**src/rtl/mem_arbiter.sv**
```systemverilog
// Round-robin arbiter that shares the pipelined main memory between instruction fetch (I) and load/store (D).
// Define MEM_ARB_PERF_EN to add the grant and conflict performance counters.
module mem_arbiter #(
  parameter int ADDR_WIDTH      = 32,
  parameter int DATA_WIDTH      = 128,
  parameter int MAX_OUTSTANDING = 4,
  parameter int MEM_LATENCY     = 10
) (
  input  logic                  clk_i,
  input  logic                  rst_i,
  input  logic                  i_req_valid_i,
  output logic                  i_req_ready_o,
  input  logic [ADDR_WIDTH-1:0] i_addr_i,
  input  logic [1:0]            i_access_size_i,
  output logic                  i_rsp_valid_o,
  output logic [DATA_WIDTH-1:0] i_rsp_data_o,
  input  logic                  d_req_valid_i,
  input  logic                  d_req_we_i,
  output logic                  d_req_ready_o,
  input  logic [ADDR_WIDTH-1:0] d_addr_i,
  input  logic [DATA_WIDTH-1:0] d_wr_data_i,
  input  logic [1:0]            d_access_size_i,
  output logic                  d_rsp_valid_o,
  output logic [DATA_WIDTH-1:0] d_rsp_data_o,
  output logic                  mem_rd_req_valid_o,
  output logic                  mem_wr_req_valid_o,
  output logic                  mem_req_is_instr_o,
  output logic [ADDR_WIDTH-1:0] mem_address_o,
  output logic [DATA_WIDTH-1:0] mem_wr_data_o,
  output logic [1:0]            mem_access_size_o,
  input  logic                  mem_data_valid_i,
  input  logic                  mem_data_is_instr_i,
  input  logic [DATA_WIDTH-1:0] mem_data_i
`ifdef MEM_ARB_PERF_EN
  ,
  output logic [31:0]           perf_i_grants_o,
  output logic [31:0]           perf_d_grants_o,
  output logic [31:0]           perf_conflicts_o
`endif
);

  localparam int               CNT_W   = $clog2(MAX_OUTSTANDING + 1);
  localparam logic [CNT_W-1:0] CNT_MAX = CNT_W'(MAX_OUTSTANDING);

  typedef enum logic {LAST_I = 1'b0, LAST_D = 1'b1} last_e;

  last_e            last_q, last_d;
  logic [CNT_W-1:0] i_cnt_q, i_cnt_d;
  logic [CNT_W-1:0] d_cnt_q, d_cnt_d;
  logic             i_elig, d_elig, i_gnt, d_gnt, i_rsp, d_rsp, d_rd_gnt;

  // Eligibility uses registered counts, so a response arriving this cycle frees its credit only next cycle.
  assign i_elig   = rst_i & i_req_valid_i & (i_cnt_q < CNT_MAX);
  assign d_elig   = rst_i & d_req_valid_i & (d_req_we_i | (d_cnt_q < CNT_MAX));
  assign i_gnt    = i_elig & (~d_elig | (last_q == LAST_D));
  assign d_gnt    = d_elig & ~i_gnt;
  assign d_rd_gnt = d_gnt & ~d_req_we_i;

  assign i_rsp = rst_i & mem_data_valid_i & mem_data_is_instr_i;
  assign d_rsp = rst_i & mem_data_valid_i & ~mem_data_is_instr_i;

  assign i_req_ready_o = i_gnt;
  assign d_req_ready_o = d_gnt;
  assign i_rsp_valid_o = i_rsp;
  assign d_rsp_valid_o = d_rsp;
  assign i_rsp_data_o  = mem_data_i;
  assign d_rsp_data_o  = mem_data_i;

  always_comb begin
    mem_rd_req_valid_o = i_gnt | d_rd_gnt;
    mem_wr_req_valid_o = d_gnt & d_req_we_i;
    mem_req_is_instr_o = i_gnt;
    mem_address_o      = d_addr_i;
    mem_wr_data_o      = d_wr_data_i;
    mem_access_size_o  = d_access_size_i;
    if (i_gnt) begin
      mem_address_o     = i_addr_i;
      mem_wr_data_o     = '0;
      mem_access_size_o = i_access_size_i;
    end
  end

  always_ff @(posedge clk_i) begin
    if (!rst_i) begin
      last_q  <= LAST_D;
      i_cnt_q <= '0;
      d_cnt_q <= '0;
    end else begin
      last_q  <= last_d;
      i_cnt_q <= i_cnt_d;
      d_cnt_q <= d_cnt_d;
    end
  end

  always_comb begin
    last_d  = last_q;
    i_cnt_d = i_cnt_q;
    d_cnt_d = d_cnt_q;
    if (i_gnt) begin
      last_d = LAST_I;
    end else if (d_gnt) begin
      last_d = LAST_D;
    end
    // The nonzero guard keeps a stray response from wrapping the counter.
    case ({i_gnt, i_rsp && (i_cnt_q != '0)})
      2'b10:   i_cnt_d = i_cnt_q + CNT_W'(1);
      2'b01:   i_cnt_d = i_cnt_q - CNT_W'(1);
      default: i_cnt_d = i_cnt_q;
    endcase
    case ({d_rd_gnt, d_rsp && (d_cnt_q != '0)})
      2'b10:   d_cnt_d = d_cnt_q + CNT_W'(1);
      2'b01:   d_cnt_d = d_cnt_q - CNT_W'(1);
      default: d_cnt_d = d_cnt_q;
    endcase
  end

`ifdef MEM_ARB_PERF_EN
  logic [31:0] perf_i_q, perf_i_d, perf_d_q, perf_d_d, perf_c_q, perf_c_d;

  assign perf_i_d = perf_i_q + 32'(i_gnt);
  assign perf_d_d = perf_d_q + 32'(d_gnt);
  assign perf_c_d = perf_c_q + 32'(i_req_valid_i & d_req_valid_i);

  always_ff @(posedge clk_i) begin
    if (!rst_i) begin
      perf_i_q <= '0;
      perf_d_q <= '0;
      perf_c_q <= '0;
    end else begin
      perf_i_q <= perf_i_d;
      perf_d_q <= perf_d_d;
      perf_c_q <= perf_c_d;
    end
  end

  assign perf_i_grants_o  = perf_i_q;
  assign perf_d_grants_o  = perf_d_q;
  assign perf_conflicts_o = perf_c_q;
`endif

`ifndef SYNTHESIS
  if (MAX_OUTSTANDING < 1 || MAX_OUTSTANDING > 15 || MEM_LATENCY < 1) begin : g_param_check
    $error("mem_arbiter: MAX_OUTSTANDING must be 1..15 and MEM_LATENCY at least 1");
  end

  a_i_rsp_credit: assert property (@(posedge clk_i) disable iff (!rst_i)
    (mem_data_valid_i && mem_data_is_instr_i) |-> (i_cnt_q != '0));
  a_d_rsp_credit: assert property (@(posedge clk_i) disable iff (!rst_i)
    (mem_data_valid_i && !mem_data_is_instr_i) |-> (d_cnt_q != '0));
`endif

endmodule

```
**config.mk**
```make
export PLATFORM = sky130hd
export DESIGN_NAME = mem_arbiter
export DESIGN_NICKNAME = d
export VERILOG_FILES = /design/src/rtl/mem_arbiter.sv
export SDC_FILE = /design/constraint.sdc
export NUM_CORES = 1
export LEC_CHECK = 0
export CORE_AREA = 2 2 298 300
export DETAILED_ROUTE_END_ITERATION = 7
export DIE_AREA = 0 0 300 302
export SLEW_MARGIN = 20
export SYNTH_ARGS = -nofsm -noshare
export SYNTH_HDL_FRONTEND = slang
export SYNTH_SLANG_ARGS = --single-unit
export TNS_END_PERCENT = 30
```
**constraint.sdc**
```tcl
create_clock -name clk_i -period 2.4 [get_ports clk_i]
set_input_delay 0.48 -clock clk_i [delete_from_list [all_inputs] [get_ports clk_i]]
set_output_delay 0.48 -clock clk_i [all_outputs]
set_load 0.02 [all_outputs]
```
# Word level (Yosys, flattened, before mapping)
# Cells that the tools add are included.
# classes
addsub,4
n_lt_le_gt_ge,2
n_eq_ne,4
muxes,7
bitwise,18
reduce_logical,7
# ops
cell,n
$mux W128,1
$mux W32,1
$pmux W3 S2,2
$and A1 B1 Y1,11
$add A3 B1 Y3 const B,2
$lt A3 B3 Y1 const B,2
$reduce_bool A2 Y1,3
$reduce_bool A3 Y1,2
$sub A3 B1 Y3 const B,2
$eq A2 B1 Y1 const B,2
$eq A2 B2 Y1 const B,2
$not A1 Y1,4
$or A1 B1 Y1,3
$logic_and A1 B1 Y1,2
$mux W1,2
$mux W2,1
# word_totals
ff_bits,7
elab_cells,45

# Longest topological paths before layout
# Gate-level depths: netlist of run 1.
# depth
ltp_word,11
depth_mapped,11

# Worst setup path after synthesis of run 1
# No wires, ideal clock.
# synth_timing
path_type,in2reg
from,input port rst_i
to,register d_cnt_q[2]
arrival_ps,2430
required_ps,2324
setup_slack_ps,-106
stages,10
n_path_buf,1
cell_sequence,clkbuf_1 > nand2_1 > nor2_1 > o31a_1 > ha_1 > inv_1 > fa_1 > xor2_1 > or3_1 > a21boi_0
# synth_lines
item,line_no,text
"start, declared",10,"input logic rst_i,"
$and A1 B1 Y1 * (2 in a row),60,assign d_rsp = rst_i & mem_data_valid_i & ~mem_data_is_instr_i;
net d_rsp_valid_o,23,"output logic d_rsp_valid_o,"
$logic_and A1 B1 Y1 *,110,"case ({d_rd_gnt, d_rsp && (d_cnt_q != '0)})"
$eq A2 B1 Y1 or $eq A2 B2 Y1 (tied branches),110,
$pmux W3 S2 or $reduce_bool A2 Y1 (tied branches),--,
"end signal, assigned",91,d_cnt_q <= d_cnt_d;
"end, declared",49,"logic [CNT_W-1:0] d_cnt_q, d_cnt_d;"
# Mark *: on every way through the listed nets, which the timed path passes. The rest lies on a longest branch.
# A chain may end at the register's enable or synchronous reset.

# Worst setup path after layout of run 1
# layout_timing
from,input port rst_i
to,output port mem_address_o[27]
# layout_via
elab_chain_len,6
# layout_rtl
item,line_no,text
$and A1 B1 Y1 (2 in a row),54,assign d_elig = rst_i & d_req_valid_i & (d_req_we_i | (d_cnt_q < CNT_MAX));
$not A1 Y1,55,assign i_gnt = i_elig & (~d_elig | (last_q == LAST_D));
$or A1 B1 Y1,55,
$and A1 B1 Y1 *,55,
$mux W32 *,76,if (i_gnt) begin
"end, declared",28,"output logic [ADDR_WIDTH-1:0] mem_address_o,"
# Every way passes the cells marked *; elsewhere a longest branch is shown, timed or not.

==> impl_results.md, run 1 <==
- Status: finished with violations
- Failing checks: setup timing
- Worst slew margin: 0.777
- Worst slew pin tran: 0.332 ns
- Initial antenna violation count: 16
- Top post-synthesis cells by area: buf_4 (51%), and2_1 (22%), mux2_2 (10%), buf_6 (4.5%), dfxtp_1 (3.7%)
- Root buffer cell: clkbuf_16
- Slew Limit Fails: 0
- Site row count: ~110
- Final hold violations: 0
- Synth area leader: buf_4
- Post-synthesis compound-gate area fraction: 0.0249
- Post-Synthesis Cells: ~490
- CP Class: in2out
- Clock share of power: 0.140
- DR vias: 3761
- Total gr overflow: 0
- Vias in the first global route: 4076
- Final min period: approximately 2.4 ns
- Via-to-Cell Ratio: 2.08
- CTS Hold Bufs: 0
- Layout cell share with drive strength beyond 1: 0.487
- CP Data Arrival Time: 1.95 ns
- Largest net degree at the start of global routing: 31
- Top-area cell type share of the netlist area: 0.512
- Pre-antenna DRT Iters: 4
- Synth Area in XOR/XNOR: 0.00930
- Sequential Power Share: 0.063
- Worst EP required: 1.92 ns
- First-pass GRT wire length: 38.8 mm
- Post-Syn Nets: 828
- Total CTS buffers: 3
- CP Capture Type: output port
- Overall power: 2.03 mW
- Simple-Gate Fraction of Synth Area: 0.238
- GP Congestion: 0.788
- Mux cell area share after synthesis: 0.102
- Post-DP HPWL: 28.0 mm
- CP Launch Type: input pin
- Main combinational cell family by area after synthesis: buffers and inverters
- Aggregate routed wire length: 32.2 mm
- Commonest non-fill, non-tap cell in the layout: clkdlybuf4s50_1
- Gr usage total: 0.0657
- Final period utilization: 1.01
- Area grow syn2layout: 109%
- Post-route clock skew: 0.00180 ns
- Final nets: 975
- Starting Density: 0.0430
- PwrDens: 258 mW/mm^2
- CP max FO: 7
- Most frequent cells in the layout: clkdlybuf4s50_1 (199), and2_1 (80), buf_2 (80)
- Sw Pwr: 756 uW
- H-Tree Level Count: 1
- RSZ-0062 raised after global routing: true
- Synth Area per Inst: 7.64 sq um
- WL/cell: 17.8 um
- CTS tree: yes
- Clock Pin Slew Worst Setup and Hold Paths: 0.04 ns
- Net Sw Frac: 0.373
- Number of max-cap violations: 0
- Mapped Area: 0.00377 sq mm
- Initial DRC Count: 92
- Num Clock Sinks: 7
- Die height: 302 um
- Post-synthesis sequential area ratio: 0.0372
- P_leak: 2.96 nW
- Final setup vio count: 18
- Later-pin clock latency in the skew report: 0.23 ns
- ANT nets after route: 0
- Synthesized flop and latch total: 7
- Placeable Area: 0.0876 sq mm
- DRC violations left: 0
- Synth unique cells: 27
- Yosys synthesis warning count: 0
- Die ar.: 0.0906 sq mm
- VDD IR max: 0.141 mV
- Combinational Power Share: 0.797
- PnR worst setup slack: -0.0330 ns
- Max Fclk: 411 MHz
- IO Port Bufs: 371
- Synth Area in Adders: 0.0173
- Ports: 756
- Max Buffers Root-to-Sink: 2
- HP Class: reg2reg
- Internal Power: 1.27 mW
- Die width: 300 um
- Fin util: 0.0897
-- flip-flops by register name (all words and copies together), names as in the netlist --
register / cells
d_cnt_q: 3
i_cnt_q: 3
last_q: 1
-- power groups by stage --
stage / clock network, mW / logic, mW / registers (mW)
5_1_grt: 0.293 / 1.72 / 0.128
2_1_floorplan: 0 / 1.15 / 0.129
4_1_cts: 0.288 / 1.64 / 0.128
3_3_place_gp: 0 / 1.55 / 0.130
6_report: 0.284 / 1.61 / 0.128
3_5_place_dp: 0 / 1.55 / 0.129
-- Yosys cell counts, drive strengths merged --
master,n
o31a,2
a21boi,2
and2,132
mux2,34
a311oi,2
o21a,1
nor2,1
xnor2,2
and3,1
buf,273
xor2,2
dfxtp,7
o221ai,1
and3b,1
or3,3
fa,2
inv,10
ha,2
nand2b,1
o21ai,4
nand2,5
a21o,1
and2b,1
clkbuf,3
-- what timing repair did --
item | 4_1_cts | 5_1_grt
gates resized for setup | 489 | 73
cloned | 9 | 0
pin swaps | 10 | 5
buffers inserted | 10 | 3
setup endpoints to repair | 174 | 60
-- metal layers --
metal,wire length [um],global-route usage,vias up,part of all wire
li1,-,-,1556,-
met1,9900,0.0562,1576,0.31
met2,15200,0.115,553,0.47
met3,6200,0.0566,68,0.19
met4,770,0.0151,8,0.024
met5,44,0,-,0.0014
-- critical path: stages --
cell and delay, ns:
buf_6 0.09, and3b_2 0.23, o21a_1 0.14, buf_12 0.16
buf_6 0.12, buf_12 0.12, buf_16 0.14, mux2_4 0.33
buf_6 0.14
-- cells by family after synthesis --
| kind of cell | after synthesis |
|---|---|
| multiplexers | 34 |
| buffers and inverters | 286 |
| XOR/XNOR | 4 |
| adder cells (fa/ha/maj) | 4 |
| AND/OR/NAND/NOR | 145 |
| AO/OA/AOI/OAI | 13 |
| flip-flops | 7 |
-- stage by stage --
step / std cells / TNS, ns / cell area, sq um / setup slack [ns] / hold WS (ns)
2_1_floorplan: 493 / -0.00150 / 3780 / -0.00150 / 0.482
5_1_grt: 1804 / -1.77 / 7850 / -0.0843 / 0.627
6_report: 1807 / -0.270 / 7860 / -0.0330 / 0.593
3_5_place_dp: 1779 / -98.24 / 7450 / -0.801 / 0.577
3_3_place_gp: 1779 / -96.41 / 7450 / -0.809 / 0.572
4_1_cts: 1802 / -0.354 / 7810 / -0.0550 / 0.595
-- final cells by class --
type | instances | area (sq um)
fill | 10260 | 79700
sequential | 7 | 140
clock buffer | 4 | 78.8
multi-input combinational | 200 | 1660
inverter | 10 | 63.8
antenna | 3 | 7.51
timing repair buffer | 418 | 4450
tap | 1165 | 1460
-- worst paths after layout --
path / to / cells after the start / start / slack (ns)
setup / recovery: mem_address_o[27] / 9 / rst_i / -0.03
hold / removal: i_cnt_q[1] / 3 / i_cnt_q[1] / 0.59
setup reg to reg: i_cnt_q[2] / 12 / d_cnt_q[2] / 0.06
hold reg to reg: i_cnt_q[1] / 3 / i_cnt_q[1] / 0.59
(Power assumes the default switching activity.)
==> run 2, diff against run 1 <==
--- a/config.mk
+++ b/config.mk
@@ -8,7 +8,9 @@
 export CORE_AREA = 2 2 298 300
 export DETAILED_ROUTE_END_ITERATION = 7
 export DIE_AREA = 0 0 300 302
-export SLEW_MARGIN = 20
+export REMOVE_ABC_BUFFERS = 1
+export SKIP_LAST_GASP = 1
+export SLEW_MARGIN = 0
 export SYNTH_ARGS = -nofsm -noshare
 export SYNTH_HDL_FRONTEND = slang
 export SYNTH_SLANG_ARGS = --single-unit
==> impl_results.md, run 2 (synthesized netlist as in run 1, its figures left out) <==
- Final nets: 989 (+1.4%)
- Slowest CP cell: clkdlybuf4s15_1
- CP delay by family, top: buffers and inverters
- Total gr overflow: 0 (unchanged)
- H-Tree Level Count: 1 (unchanged)
- VDD IR max: 0.158 mV (+12%)
- Die width: 300 um (unchanged)
- DR vias: 4512 (+20%)
- Die ar.: 0.0906 sq mm (unchanged)
- Worst slew pin tran: 0.358 ns (+0.0262 ns)
- Ports: 756 (unchanged)
- HP Class: reg2reg
- Num Clock Sinks: 7 (unchanged)
- Gr usage total: 0.140 (+0.0739)
- Initial DRC Count: 287 (+210%)
- Via-to-Cell Ratio: 2.47 (+19%)
- PwrDens: 248 mW/mm^2 (-3.9%)
- Clock Pin Slew Worst Setup and Hold Paths: 0.03 ns (about the same)
- Failing checks: setup timing
- Largest net degree at the start of global routing: 34 (+9.7%)
- IO Port Bufs: 371 (unchanged)
- WL/cell: 36.0 um (+100%)
- Post-route clock skew: 0.00471 ns (+0.00291 ns)
- Pre-antenna DRT Iters: 4 (unchanged)
- Die height: 302 um (unchanged)
- PnR worst setup slack: -0.120 ns (-0.0873 ns)
- Worst slew margin: 0.760 (-0.0176)
- Post-DP HPWL: 55.8 mm (+99%)
- ANT nets after route: 0 (unchanged)
- Slew Limit Fails: 0 (unchanged)
- CP Launch Type: input pin
- Worst R2R Path Depth: 17 (+5)
- CP Data Arrival Time: 2.04 ns (+0.09 ns)
- Largest regs: d_cnt_q x3, i_cnt_q x3, last_q x1
- Initial antenna violation count: 11 (-5)
- DRC violations left: 0 (unchanged)
- Final min period: 2.52 ns (+0.0873 ns)
- RSZ-0062 raised after global routing: true
- Worst EP required: 1.92 ns (about the same)
- Final period utilization: 1.05 (+0.0364)
- Commonest non-fill, non-tap cell in the layout: clkdlybuf4s50_1
- CP Class: in2out
- Aggregate routed wire length: 65.7 mm (+100%)
- Cells along the critical path: buf_6, and2b_1, o21a_2, buf_12, buf_12, inv_12, bufbuf_16, and2_1, clkdlybuf4s15_1
- Max Fclk: 397 MHz (-3.5%)
- Most frequent CP cell: buf_12
- Final hold violations: 0 (unchanged)
- GP Congestion: 0.783 (-0.70%)
- Layout cell share with drive strength beyond 1: 0.403 (-0.0839)
- Starting Density: 0.0430 (unchanged)
- Non-Filler Instances: 1825 (+1.0%)
- Worst Hold Depth: 2 (-1)
- Number of max-cap violations: 0 (unchanged)
- Placeable Area: 0.0876 sq mm (unchanged)
- Worst reg2reg setup slack: -0.09 ns (-0.15 ns)
- CP max FO: 6 (-1)
- Max Buffers Root-to-Sink: 2 (unchanged)
- Site row count: 109 (unchanged)
- Later-pin clock latency in the skew report: 0.24 ns (about the same)
- Area grow syn2layout: 108%
- P_leak: 2.92 nW (-1.4%)
- Status: finished with violations
- CP peak stage delay: 0.30 ns (-0.03 ns)
- Critical path depth: 9 (unchanged)
- First-pass GRT wire length: 75.0 mm (+93%)
- CTS tree: yes
- Final setup vio count: 91 (+73)
- Placed Cells: 1776 (-0.17%)
- Most frequent cells in the layout: clkdlybuf4s50_1 (202), and2_1 (101), buf_4 (79)
- Post-Place Setup Slack: -0.828 ns (-0.0267 ns)
- Total CTS buffers: 3 (unchanged)
- Root buffer cell: clkbuf_16
- Crit path buf inv count: 6 (unchanged)
- CP Capture Type: output port
- Vias in the first global route: 4396 (+7.9%)
==> run 2: cell count changes in the layout (fill, tap and decap cells not counted), sizes merged, moves of 2 or more <==
cell           change
bufbuf             +2
clkbuf             +4
dlygate4sd2       +15
clkdlybuf4s50      +3
buf               -35
clkdlybuf4s15     +24
diode              +4
==> run 2: layout make-up <==
class	instances	area, sq um
clock buffer	4	78.8
antenna	7	17.5
inverter	10	50.0
multi-input combinational	200	1570
timing repair buffer	432	4520
fill	10282	79700
sequential	7	141
tap	1165	1460
==> run 2: final timing paths <==
kind	start	end
max	d_req_we_i	mem_wr_data_o[44]
min reg2reg	i_cnt_q[0]	i_cnt_q[0]
max reg2reg	last_q	last_q
min	i_cnt_q[0]	i_cnt_q[0]
==> run 2: repair_timing <==
action / CTS / global route
pin swaps: 8 / 8
setup endpoints to repair: 174 / 145
gates cloned: 7 / 0
gates resized for setup: 328 / 170
buffers inserted: 27 / 4
hold buffers: 0 / 0
==> run 2: tightest hold or removal path, cell delays in order, from the launching register on <==
cell,delay [ns]
dfxtp_1,0.32
xnor2_1,0.12
and2_1,0.11
==> run 2: per-stage QoR <==
step | util | hold slack [ns] | TNS [ns] | area [sq um] | power, mW
3_5_place_dp | 0.0841 | 0.576 | -116.67 | 7360 | 1.61
3_3_place_gp | 0.0841 | 0.567 | -120.98 | 7360 | 1.62
5_1_grt | 0.0892 | 0.623 | -14.00 | 7810 | 2.05
4_1_cts | 0.0889 | 0.593 | -13.73 | 7790 | 1.95
6_report | 0.0894 | 0.586 | -6.78 | 7830 | 1.94
2_1_floorplan | - | 0.482 | -129.53 | 1650 | 0.620
==> run 2: per-layer routing <==
layer,GRT usage,vias to the layer above,part of all wire
li1,-,1593,-
met1,0.136,1957,0.36
met2,0.174,850,0.35
met3,0.181,81,0.26
met4,0.0163,31,0.010
met5,0.0932,-,0.016
==> run 2: report_power, final <==
part	switching, mW	internal [mW]	total (mW)
registers	0.00485	0.123	0.128
clock network	0.0684	0.221	0.290
logic	0.639	0.883	1.52
